## config.mk

```make
export PLATFORM = sky130hd
export DESIGN_NAME = ext_r_fifo_ipa
export DESIGN_NICKNAME = d
export VERILOG_FILES = /design/src/rtl/ext_r_fifo_ipa.sv
export SDC_FILE = /design/constraint.sdc
export NUM_CORES = 1
export LEC_CHECK = 0
export CAP_MARGIN = 0
export CORE_MARGIN = 2
export CORE_UTILIZATION = 45
export CTS_CLUSTER_SIZE = 14
export DETAILED_ROUTE_END_ITERATION = 16
export HOLD_SLACK_MARGIN = 0.02
export PLACE_DENSITY = 0.75
export RECOVER_POWER = 100
export SLEW_MARGIN = 10
export SYNTH_ARGS = -nofsm -noshare
export SYNTH_HDL_FRONTEND = slang
export SYNTH_SLANG_ARGS = --single-unit
```

## constraint.sdc

```tcl
create_clock -name clk_i -period 3.1 [get_ports clk_i]
set_input_delay 0.465 -clock clk_i [delete_from_list [all_inputs] [get_ports clk_i]]
set_output_delay 0.465 -clock clk_i [all_outputs]
set_load 0.05 [all_outputs]
```

## src/rtl/ext_r_fifo_ipa.sv

```systemverilog
// ext_r_fifo_ipa: AXI read-data (R) channel FIFO for the external unit.
//
// Buffers R beats between a slave-side producer and a master-side consumer. Depth is any integer
// >= 2. Reports the number of stored beats and the number of complete bursts (stored last beats).
// With STORE_FWD=1 beats are held back until a whole burst is present. When the FIFO is full,
// it forwards cut-through so that a burst longer than the FIFO cannot deadlock.
//
// Ports:
//   clk_i, rst_ni      clock (rising edge) and synchronous active-low reset
//   slave_*            upstream R channel (valid/ready handshake, payload in)
//   master_*           downstream R channel (valid/ready handshake, payload out)
//   level_o            beats currently stored
//   bursts_o           complete bursts (last beats) currently stored
module ext_r_fifo_ipa #(
  parameter int unsigned ID_WIDTH   = 4,
  parameter int unsigned DATA_WIDTH = 64,
  parameter int unsigned USER_WIDTH = 6,
  parameter int unsigned DEPTH      = 4,
  parameter bit          STORE_FWD  = 1'b0,
  parameter int unsigned CNT_WIDTH  = $clog2(DEPTH + 1)
) (
  input  logic                  clk_i,
  input  logic                  rst_ni,

  input  logic                  slave_valid_i,
  input  logic [DATA_WIDTH-1:0] slave_data_i,
  input  logic [1:0]            slave_resp_i,
  input  logic [USER_WIDTH-1:0] slave_user_i,
  input  logic [ID_WIDTH-1:0]   slave_id_i,
  input  logic                  slave_last_i,
  output logic                  slave_ready_o,

  output logic                  master_valid_o,
  output logic [DATA_WIDTH-1:0] master_data_o,
  output logic [1:0]            master_resp_o,
  output logic [USER_WIDTH-1:0] master_user_o,
  output logic [ID_WIDTH-1:0]   master_id_o,
  output logic                  master_last_o,
  input  logic                  master_ready_i,

  output logic [CNT_WIDTH-1:0]  level_o,
  output logic [CNT_WIDTH-1:0]  bursts_o
);

  localparam int unsigned PtrWidth   = $clog2(DEPTH);
  localparam int unsigned EntryWidth = ID_WIDTH + USER_WIDTH + DATA_WIDTH + 2 + 1;

  localparam logic [PtrWidth-1:0]  PtrMax  = PtrWidth'(DEPTH - 1);
  localparam logic [CNT_WIDTH-1:0] CntFull = CNT_WIDTH'(DEPTH);
  localparam logic [CNT_WIDTH-1:0] CntOne  = CNT_WIDTH'(1);

  // Storage: entry layout is {id, user, data, resp, last}. Contents are not reset.
  logic [EntryWidth-1:0] r_mem [DEPTH];

  logic [PtrWidth-1:0]  r_wr_ptr;
  logic [PtrWidth-1:0]  r_rd_ptr;
  logic [CNT_WIDTH-1:0] r_level;
  logic [CNT_WIDTH-1:0] r_bursts;

  logic [PtrWidth-1:0]  w_wr_ptr_nxt;
  logic [PtrWidth-1:0]  w_rd_ptr_nxt;
  logic [CNT_WIDTH-1:0] w_level_nxt;
  logic [CNT_WIDTH-1:0] w_bursts_nxt;

  logic                  w_full;
  logic                  w_empty;
  logic                  w_release;
  logic                  w_push;
  logic                  w_pop;
  logic                  w_push_last;
  logic                  w_pop_last;
  logic [EntryWidth-1:0] w_wr_entry;
  logic [EntryWidth-1:0] w_rd_entry;

  // ---------------------------------------------------------------------------------------------
  // Status and handshake
  // ---------------------------------------------------------------------------------------------
  assign w_full  = (r_level == CntFull);
  assign w_empty = (r_level == '0);

  // Store-and-forward waits for a stored last beat; when full it must forward anyway, otherwise a
  // burst longer than DEPTH could never complete.
  assign w_release = STORE_FWD ? ((r_bursts != '0) | w_full) : 1'b1;

  // Both handshake outputs depend on registered state only (no ready->ready or valid->valid path).
  assign slave_ready_o  = rst_ni & ~w_full;
  assign master_valid_o = rst_ni & ~w_empty & w_release;

  assign w_push      = slave_valid_i & slave_ready_o;
  assign w_pop       = master_valid_o & master_ready_i;
  assign w_push_last = w_push & slave_last_i;
  assign w_pop_last  = w_pop & master_last_o;

  assign level_o  = r_level;
  assign bursts_o = r_bursts;

  // ---------------------------------------------------------------------------------------------
  // Payload
  // ---------------------------------------------------------------------------------------------
  assign w_wr_entry = {slave_id_i, slave_user_i, slave_data_i, slave_resp_i, slave_last_i};
  assign w_rd_entry = r_mem[r_rd_ptr];

  assign {master_id_o, master_user_o, master_data_o, master_resp_o, master_last_o} = w_rd_entry;

  always_ff @(posedge clk_i) begin
    if (w_push) begin
      r_mem[r_wr_ptr] <= w_wr_entry;
    end
  end

  // ---------------------------------------------------------------------------------------------
  // Next-state logic
  // ---------------------------------------------------------------------------------------------
  // Explicit wrap so that non-power-of-two depths work.
  always_comb begin
    w_wr_ptr_nxt = r_wr_ptr;
    if (w_push) begin
      w_wr_ptr_nxt = (r_wr_ptr == PtrMax) ? '0 : r_wr_ptr + PtrWidth'(1);
    end
  end

  always_comb begin
    w_rd_ptr_nxt = r_rd_ptr;
    if (w_pop) begin
      w_rd_ptr_nxt = (r_rd_ptr == PtrMax) ? '0 : r_rd_ptr + PtrWidth'(1);
    end
  end

  always_comb begin
    w_level_nxt = r_level;
    unique case ({w_push, w_pop})
      2'b10:   w_level_nxt = r_level + CntOne;
      2'b01:   w_level_nxt = r_level - CntOne;
      default: w_level_nxt = r_level;
    endcase
  end

  always_comb begin
    w_bursts_nxt = r_bursts;
    unique case ({w_push_last, w_pop_last})
      2'b10:   w_bursts_nxt = r_bursts + CntOne;
      2'b01:   w_bursts_nxt = r_bursts - CntOne;
      default: w_bursts_nxt = r_bursts;
    endcase
  end

  // ---------------------------------------------------------------------------------------------
  // State registers (synchronous reset)
  // ---------------------------------------------------------------------------------------------
  always_ff @(posedge clk_i) begin
    if (!rst_ni) begin
      r_wr_ptr <= '0;
      r_rd_ptr <= '0;
      r_level  <= '0;
      r_bursts <= '0;
    end else begin
      r_wr_ptr <= w_wr_ptr_nxt;
      r_rd_ptr <= w_rd_ptr_nxt;
      r_level  <= w_level_nxt;
      r_bursts <= w_bursts_nxt;
    end
  end

  // ---------------------------------------------------------------------------------------------
  // Protocol checks (simulation only)
  // ---------------------------------------------------------------------------------------------
`ifndef SYNTHESIS
  // A presented beat that is not taken must stay presented and unchanged.
  a_valid_stable : assert property (@(posedge clk_i) disable iff (!rst_ni)
    (master_valid_o && !master_ready_i) |=> (master_valid_o && $stable(w_rd_entry)));

  a_level_bound : assert property (@(posedge clk_i) disable iff (!rst_ni)
    (r_level <= CntFull));

  a_bursts_bound : assert property (@(posedge clk_i) disable iff (!rst_ni)
    (r_bursts <= r_level));
`endif

endmodule

```

# Yosys cells after proc, flatten, opt, wreduce, memory -nomap -nowiden
# Memory sizes are Yosys's and may differ from the RTL's. A register that Yosys moved wholly into a read port is not among the register bits.
# Index checks and enable logic that the tools add are counted.
# totals
mem_count	1
ram_bits	308
output_inout_bits	85
wordCells	37
input_bits	81
register_bits	10
# mem_list
name	depth	word_bits	rd	rd_ports_with_merged_regs	wr	line	text
r_mem	4	77	1	1	1	53	logic [EntryWidth-1:0] r_mem [DEPTH];
# op_classes
n_addsub	6
mux	8
n_reduce_logical	3
n_eq_ne	7
bitwise_logic	8
# ops
cell	n
3-bit case mux with 2 select lines	2
2-bit equality test (second input constant)	4
2-bit 2-to-1 mux	4
3-bit by 1-bit adder with 3-bit output (second input constant)	2
1-bit AND	6
3-bit by 1-bit subtractor with 3-bit output (second input constant)	2
2-bit by 1-bit adder with 2-bit output (second input constant)	2
2-bit by 1-bit equality test with 1-bit output (second input constant)	2
2-bit nonzero test	2
3-bit equality test (second input constant)	1
3-bit logical NOT	1
1-bit 2-to-1 mux	2
1-bit inverter	2

# Longest topological paths before layout
# Gate-level depths: netlist of run 1.
# logic_depth
depth_word	7
ltp_mapped	9
ltp_nobuf	9

# Worst setup path after synthesis of run 1
# No wires, ideal clock.
# synth_path
kind	flip-flop to flip-flop
start	register r_level[0] (netlist: level_o[0])
end	memory r_mem[3][0] (netlist name), enable pin
path_buffers	0
period_less_slack_ps	3443
stages_incl_launch_ff	4
path_slack_ps	-343
setup_time_ps	444
arrival_time_ps	2999
required_ps	2656
cell_sequence	dfxtp_1 > nor2_1 > a21oi_2 > and2_1
# synth_between
elab_chain_cells	6
# synth_rtl
element	line	text
start, declared	57	logic [CNT_WIDTH-1:0] r_level;
start signal, assigned	159	r_level <= w_level_nxt;
3-bit equality test	78	assign w_full = (r_level == CntFull);
1-bit inverter	86	assign slave_ready_o = rst_ni & ~w_full;
1-bit AND	86	
1-bit AND	89	assign w_push = slave_valid_i & slave_ready_o;
1-bit 2-to-1 mux	106	if (w_push) begin
1-bit 2-to-1 mux (implied by the code)	107	r_mem[r_wr_ptr] <= w_wr_entry;
end, declared	53	
# Every way passes these cells.

==> results of run 1 <==
[sequential cells by signal, indices dropped and copies added, names as in the netlist, named ones only]
| name | count |
|---|---|
| r_mem | 308 |
| bursts_o | 3 |
| level_o | 3 |
| r_rd_ptr | 2 |
| r_wr_ptr | 2 |
[cells in the final DEF (no fill, tap or decap), types with 4 or more instances in the layout]
cell               n
buf_4             25
o21ai_0            5
diode_2            5
and2_1             5
clkdlybuf4s50_1    4
ha_1               7
clkbuf_16         31
dlygate4sd3_1     86
dlygate4sd2_1     20
inv_1              7
buf_2              5
edfxtp_1         308
dfxtp_1           10
clkinv_1           5
clkbuf_4           4
mux4_2            77
buf_12             9
clkbuf_2          13
clkbuf_1          25
clkinv_2           5
nand2_1            9
[worst max-delay path: stages (launching register included)]
cell and delay, ns:
dfxtp_4 0.56, buf_4 0.32, mux4_2 0.32, clkdlybuf4s50_1 0.71
[power breakdown]
group	internal [uW]	switching, uW
sequential	4920	54.4
clock	2160	1500
combinational	509	966
total	7590	2520
[routing by layer]
layer  wire [um]  vias up  global-route usage
met5           0        -                   0
met4         362        0             0.03478
met3        1341       29             0.03575
met2       11570      175              0.2818
met1        9107     2893              0.2104
li1            -     2407                   -
[metrics by stage]
step	instance area, um2	cells	worst slack (ns)	utilization
after floorplan	11820	473	0.4928	-
after global placement	13920	976	0.4860	0.5371
after detailed placement	13920	976	0.2955	0.5371
after CTS	14900	1034	0.0002371	0.5751
after global routing	14740	1035	0.01257	0.5688
final	14750	1039	0.1590	0.5692
[cell type report]
type | instances | area (um2) | share of cell area
timing repair buffer | 187 | 1674 | 0.1135
inverter | 7 | 26.28 | 0.001782
clock inverter | 16 | 157.7 | 0.01069
sequential | 320 | 9497 | 0.6439
multi-input combinational | 127 | 2115 | 0.1434
antenna | 5 | 12.51 | 0.0008484
clock buffer | 42 | 847.1 | 0.05744
tap | 335 | 419.2 | 0.02842
[cells by family (layout without fill, tap and decap cells)]
family / count (synthesis) / count (layout) / share of synthesized area
compound gates: 11 / 11 / 0.006352
xor+xnor: 4 / 4 / 0.002965
fa+ha+maj: 9 / 9 / 0.01080
buf+inv: 26 / 252 / 0.01779
flops: 320 / 320 / 0.8030
mux: 80 / 80 / 0.1493
other cells: 0 / 5 / 0
simple gates: 23 / 23 / 0.009847
[worst paths after layout]
path                        to  slack, ns  cells past startpoint
max          master_data_o[50]       0.16                      3
min reg2reg        r_wr_ptr[1]       0.53                      2
max reg2reg       r_mem[1][27]       0.20                      5
min                r_wr_ptr[1]       0.53                      2
==> impl_metrics.csv, run 1 <==
group,metric,value,unit
detailed_routing,drt-pass1-iter-count,4,
power_and_ir_drop,power.density_cell_area,685.4,nW/um2
timing,finalSetupTns,0,ns
job,cap_violations,0,
detailed_routing,drc_errors,0,
clocking,tritoncts,"built",
clocking,post_cts.repair.setup_buffers,0,
setup_path,critPathKind,"reg -> out",
clocking,cts_buffers,31,
synthesis,syn-mean-instance-area,24.98,um2
setup_path,crit-reg2reg-launch,"level_o[1]",
timing,report.final.setup_viol,0,
setup_path,timing.critical_path.to_type,"output pin",
timing,finalHoldWorstSlack,0.5258,ns
worst_hold_path,hold_path_startpoint,"r_wr_ptr[1]",
timing,achievable-frequency,340.0,MHz
timing,finalCritPeriodShare,0.9487,
synthesis,syn-instance-count,473,
layout,fillerInstances,1925,
global_route,groute.usage.overall,0.1616,
layout,final_layout_net_count,764,
global_route,grt_start_max_net_pins,37,
synthesis,synth.ff_latch_count,320,
floorplan,core-area,25910,um2
timing,rsz0062_at_grt,"false",
detailed_routing,drt_wl_total,22380,um
synthesis,synth_seq_area_share,0.8030,
floorplan,core.rowCount,59,
global_route,grt_pass1_vias,5974,
timing,finalCriticalPeriod,2.941,ns
place,gp_congestion,0.7473,
clocking,cts_root_buffer,"clkbuf_16",
layout,areaGrowthSynthToFinish,24.80,%
detailed_routing,vias,5504,
global_route,grt_antenna_before_repair,3,
power_and_ir_drop,ir_drop,0.0003581,V
synthesis,synth.area.top_cells,"edfxtp_1 78%, mux4_2 15%, dfxtp_1 2.0%",
clocking,postcts_resize_cnt,21,
detailed_routing,avgRoutedWirePerCell,21.54,um
timing,report.final.hold_viol_count,0,
timing,timing_worst_slew_pin_value,1.261,ns
synthesis,synth_top_area_cell,"edfxtp_1",
worst_hold_path,timing.hold.worst.class,"reg -> reg",
detailed_routing,drt-initial-drc-count,428,
layout,drive_above_1_share,0.2632,
place,place.detailed.hpwl,14300,um
synthesis,post_synthesis_cell_area,11820,um2
global_route,first_pass_grt_wire_length,34450,um
synthesis,synthDominantCellAreaShare,0.7826,
floorplan,fp.dieW,166.1,um
floorplan,die_area,27570,um2
floorplan,die_height,166.1,um
setup_path,crit_arrival,2.48,ns
floorplan,top_level_ports,166,
synthesis,synth_cell_type_count,25,
clocking,tritoncts_sink_count,320,
synthesis,synth_enable_flop_cells,308,
synthesis,async_reset_ff_frac,0,
setup_path,critical_path_required,2.63,ns
floorplan,start_util,0.4561,
clocking,clock_tree.buffer_depth,3,
power_and_ir_drop,power.total,10110,uW
synthesis,synth-main-ff-cell,"edfxtp_1",
synthesis,synth.yosys.warnings,0,
power_and_ir_drop,leakage,0.004792,uW
setup_path,cp-start-kind,"flip-flop",
clocking,cts_hold_buf,0,
timing,final-max-slew-violation-count,0,
place,io_buffer_count,165,
timing,slew_headroom,0.1592,
synthesis,yosysMostFrequentCell,"edfxtp_1",
timing,worst_clock_skew,0.02429,ns
synthesis,post_synth_most_frequent_cells,"308 x edfxtp_1, 77 x mux4_2, 12 x dfxtp_1",
clocking,worstSkewPairLatency,0.55,ns
clocking,clkTransAtPathRegs,0.06,ns
detailed_routing,postRouteAntennaNets,0,
setup_path,critical_path_peak_fanout,20,
synthesis,postSynthNetCount,563,
detailed_routing,detail_routed_via_count_per_cell,5.297,
run_status,outcome,"finished clean",
clocking,cts-htree-levels,1,
global_route,overflow,0,
No activity file was read; power rests on OpenSTA's default activity.
==> run 2: changes to the inputs <==
--- a/config.mk
+++ b/config.mk
@@ -6,6 +6,7 @@
 export NUM_CORES = 1
 export LEC_CHECK = 0
 export CAP_MARGIN = 0
+export CORE_ASPECT_RATIO = 0.75
 export CORE_MARGIN = 2
 export CORE_UTILIZATION = 45
 export CTS_CLUSTER_SIZE = 14
==> run 2 against run 1 <==
Clock skew decreased by 0.0050 ns; maximum frequency decreased by 0.57%; sequential share of layout area increased by 0.30 points; via count decreased by 0.18%; clock-buffer cell count decreased by 1; utilization decreased by 0.25 points; critical path type unchanged.
==> impl_metrics.csv, run 2 (synthesis gave the netlist of run 1 again) <==
group,metric,value,unit
power_and_ir_drop,ir_drop,0.0005344,V
place,placed_cells_incl_taps,980,
global_route,groute.usage.overall,0.1639,
detailed_routing,drt-initial-drc-count,394,
global_route,grt_start_max_net_pins,45,
layout,finish.cell_count_without_fillers,1045,
clocking,cts_root_buffer,"clkbuf_16",
clocking,worstSkewPairLatency,0.55,ns
timing,report.final.setup_viol,0,
setup_path,critical_path_required,2.63,ns
floorplan,core.rowCount,51,
detailed_routing,postRouteAntennaNets,0,
global_route,grt_antenna_before_repair,7,
setup_path,crit_arrival,2.49,ns
global_route,grt_pass1_vias,5842,
global_route,grt_use_met3,0.03980,
place,gp_congestion,0.7210,
layout,mostFrequentLayoutCell,"edfxtp_1",
setup_path,timing.critical_path.to_type,"output pin",
detailed_routing,detail_routed_via_count_per_cell,5.257,
clocking,tritoncts_sink_count,320,
worst_hold_path,hold_path_startpoint,"r_wr_ptr[0]",
global_route,overflow,0,
clocking,cts_buffers,31,
timing,rsz0062_at_grt,"false",
timing,finalSetupTns,0,ns
place,io_buffer_count,165,
timing,finalCritPeriodShare,0.9542,
floorplan,start_util,0.4561,
power_and_ir_drop,power.density_cell_area,686.1,nW/um2
floorplan,die_area,27590,um2
setup_path,critical_path_peak_fanout,38,
worst_hold_path,timing.hold.worst.class,"reg -> reg",
detailed_routing,avgRoutedWirePerCell,21.49,um
floorplan,fp.dieW,191.1,um
clocking,tritoncts,"built",
detailed_routing,drt_wl_total,22460,um
floorplan,top_level_ports,166,
layout,areaGrowthSynthToFinish,24.22,%
timing,finalCriticalPeriod,2.958,ns
clocking,cts-htree-levels,1,
detailed_routing,drc_errors,0,
layout,drive_above_1_share,0.2579,
power_and_ir_drop,power.total,10070,uW
layout,layout_common_cells,"308 x edfxtp_1, 86 x dlygate4sd3_1, 77 x mux4_2",
setup_path,cp-start-kind,"flip-flop",
timing,worst_clock_skew,0.01927,ns
place,place.detailed.hpwl,13830,um
power_and_ir_drop,leakage,0.004768,uW
timing,timing_worst_slew_pin_value,1.356,ns
clocking,clkTransAtPathRegs,0.06,ns
clocking,clock_tree.buffer_depth,3,
layout,largest_register_ffs,308,
layout,max_flop_register,"r_mem",
global_route,groute.layer.met1.usage,0.2267,
timing,achievable-frequency,338.1,MHz
setup_path,critPathKind,"reg -> out",
global_route,globalRoute.busiestLayer,"met2",
detailed_routing,vias,5494,
layout,final_layout_net_count,759,
floorplan,die_height,144.3,um
timing,slew_headroom,0.09596,
detailed_routing,drt-pass1-iter-count,5,
global_route,first_pass_grt_wire_length,34030,um
job,cap_violations,0,
floorplan,core-area,25910,um2
timing,final-max-slew-violation-count,0,
layout,final_util,0.5666,
timing,report.final.hold_viol_count,0,
clocking,cts_hold_buf,0,
run_status,outcome,"finished clean",
global_route,global_route.usage.met2,0.2681,
-- run 2: changes by cell type in the layout (fill, tap and decap cells not counted), sizes merged, moves of 2 or more --
cell	previous run	this run
clkinv	10	13
buf	42	24
clkdlybuf4s50	4	13
diode	5	7
clkbuf	76	73
dlygate4sd2	20	27
-- run 2: final timing paths --
path         slack, ns  cells after the start                to
min               0.52                      2       r_wr_ptr[0]
max reg2reg       0.33                      7       bursts_o[2]
min reg2reg       0.52                      2       r_wr_ptr[0]
max               0.14                      3  master_resp_o[0]
-- run 2: final cells by class --
class / count / area (um2)
tap: 344 / 430.4
clock buffer: 41 / 863.3
timing repair buffer: 182 / 1598
inverter: 7 / 26.28
antenna: 7 / 17.52
clock inverter: 17 / 133.9
fill: 1945 / 11230
sequential: 320 / 9497
multi-input combinational: 127 / 2115
-- run 2: metal layers --
metal | vias up | routed length (um)
li1 | 2401 | -
met1 | 2852 | 9455
met2 | 205 | 10840
met3 | 32 | 1771
met4 | 4 | 373
met5 | - | 21
-- run 2: power breakdown --
part           switching [uW]  internal, uW  total [uW]
clock network            1500          2110        3610
logic                     953           511        1460
registers                71.2          4930        5000
-- run 2: critical path: stages, from the launching register on --
cell,delay [ns]
dfxtp_4,0.57
clkbuf_4,0.64
mux4_2,0.47
clkbuf_4,0.24
-- run 2: through the flow --
stage | setup WS [ns] | hold WS [ns] | area [um2]
floorplan | 0.4928 | 0.4626 | 11820
global placement | 0.3980 | 0.4794 | 13900
detailed placement | 0.2571 | 0.5128 | 13900
CTS | 0.09754 | 0.5218 | 14860
global route | 0.03429 | 0.5661 | 14670
finish | 0.1421 | 0.5234 | 14680
-- run 2: what timing repair did --
action / in CTS / in global routing
setup buffers: 0 / 0
setup endpoints to repair: 27 / 0
gates resized for setup: 27 / 0
==> run 3: changes to the inputs <==
--- a/config.mk
+++ b/config.mk
@@ -11,6 +11,7 @@
 export CORE_UTILIZATION = 45
 export CTS_CLUSTER_SIZE = 14
 export DETAILED_ROUTE_END_ITERATION = 16
+export GPL_TIMING_DRIVEN = 1
 export HOLD_SLACK_MARGIN = 0.02
 export PLACE_DENSITY = 0.75
 export RECOVER_POWER = 100
==> results of run 3 <==
Same layout as run 2: the final DEF is identical, and so are final timing and power.
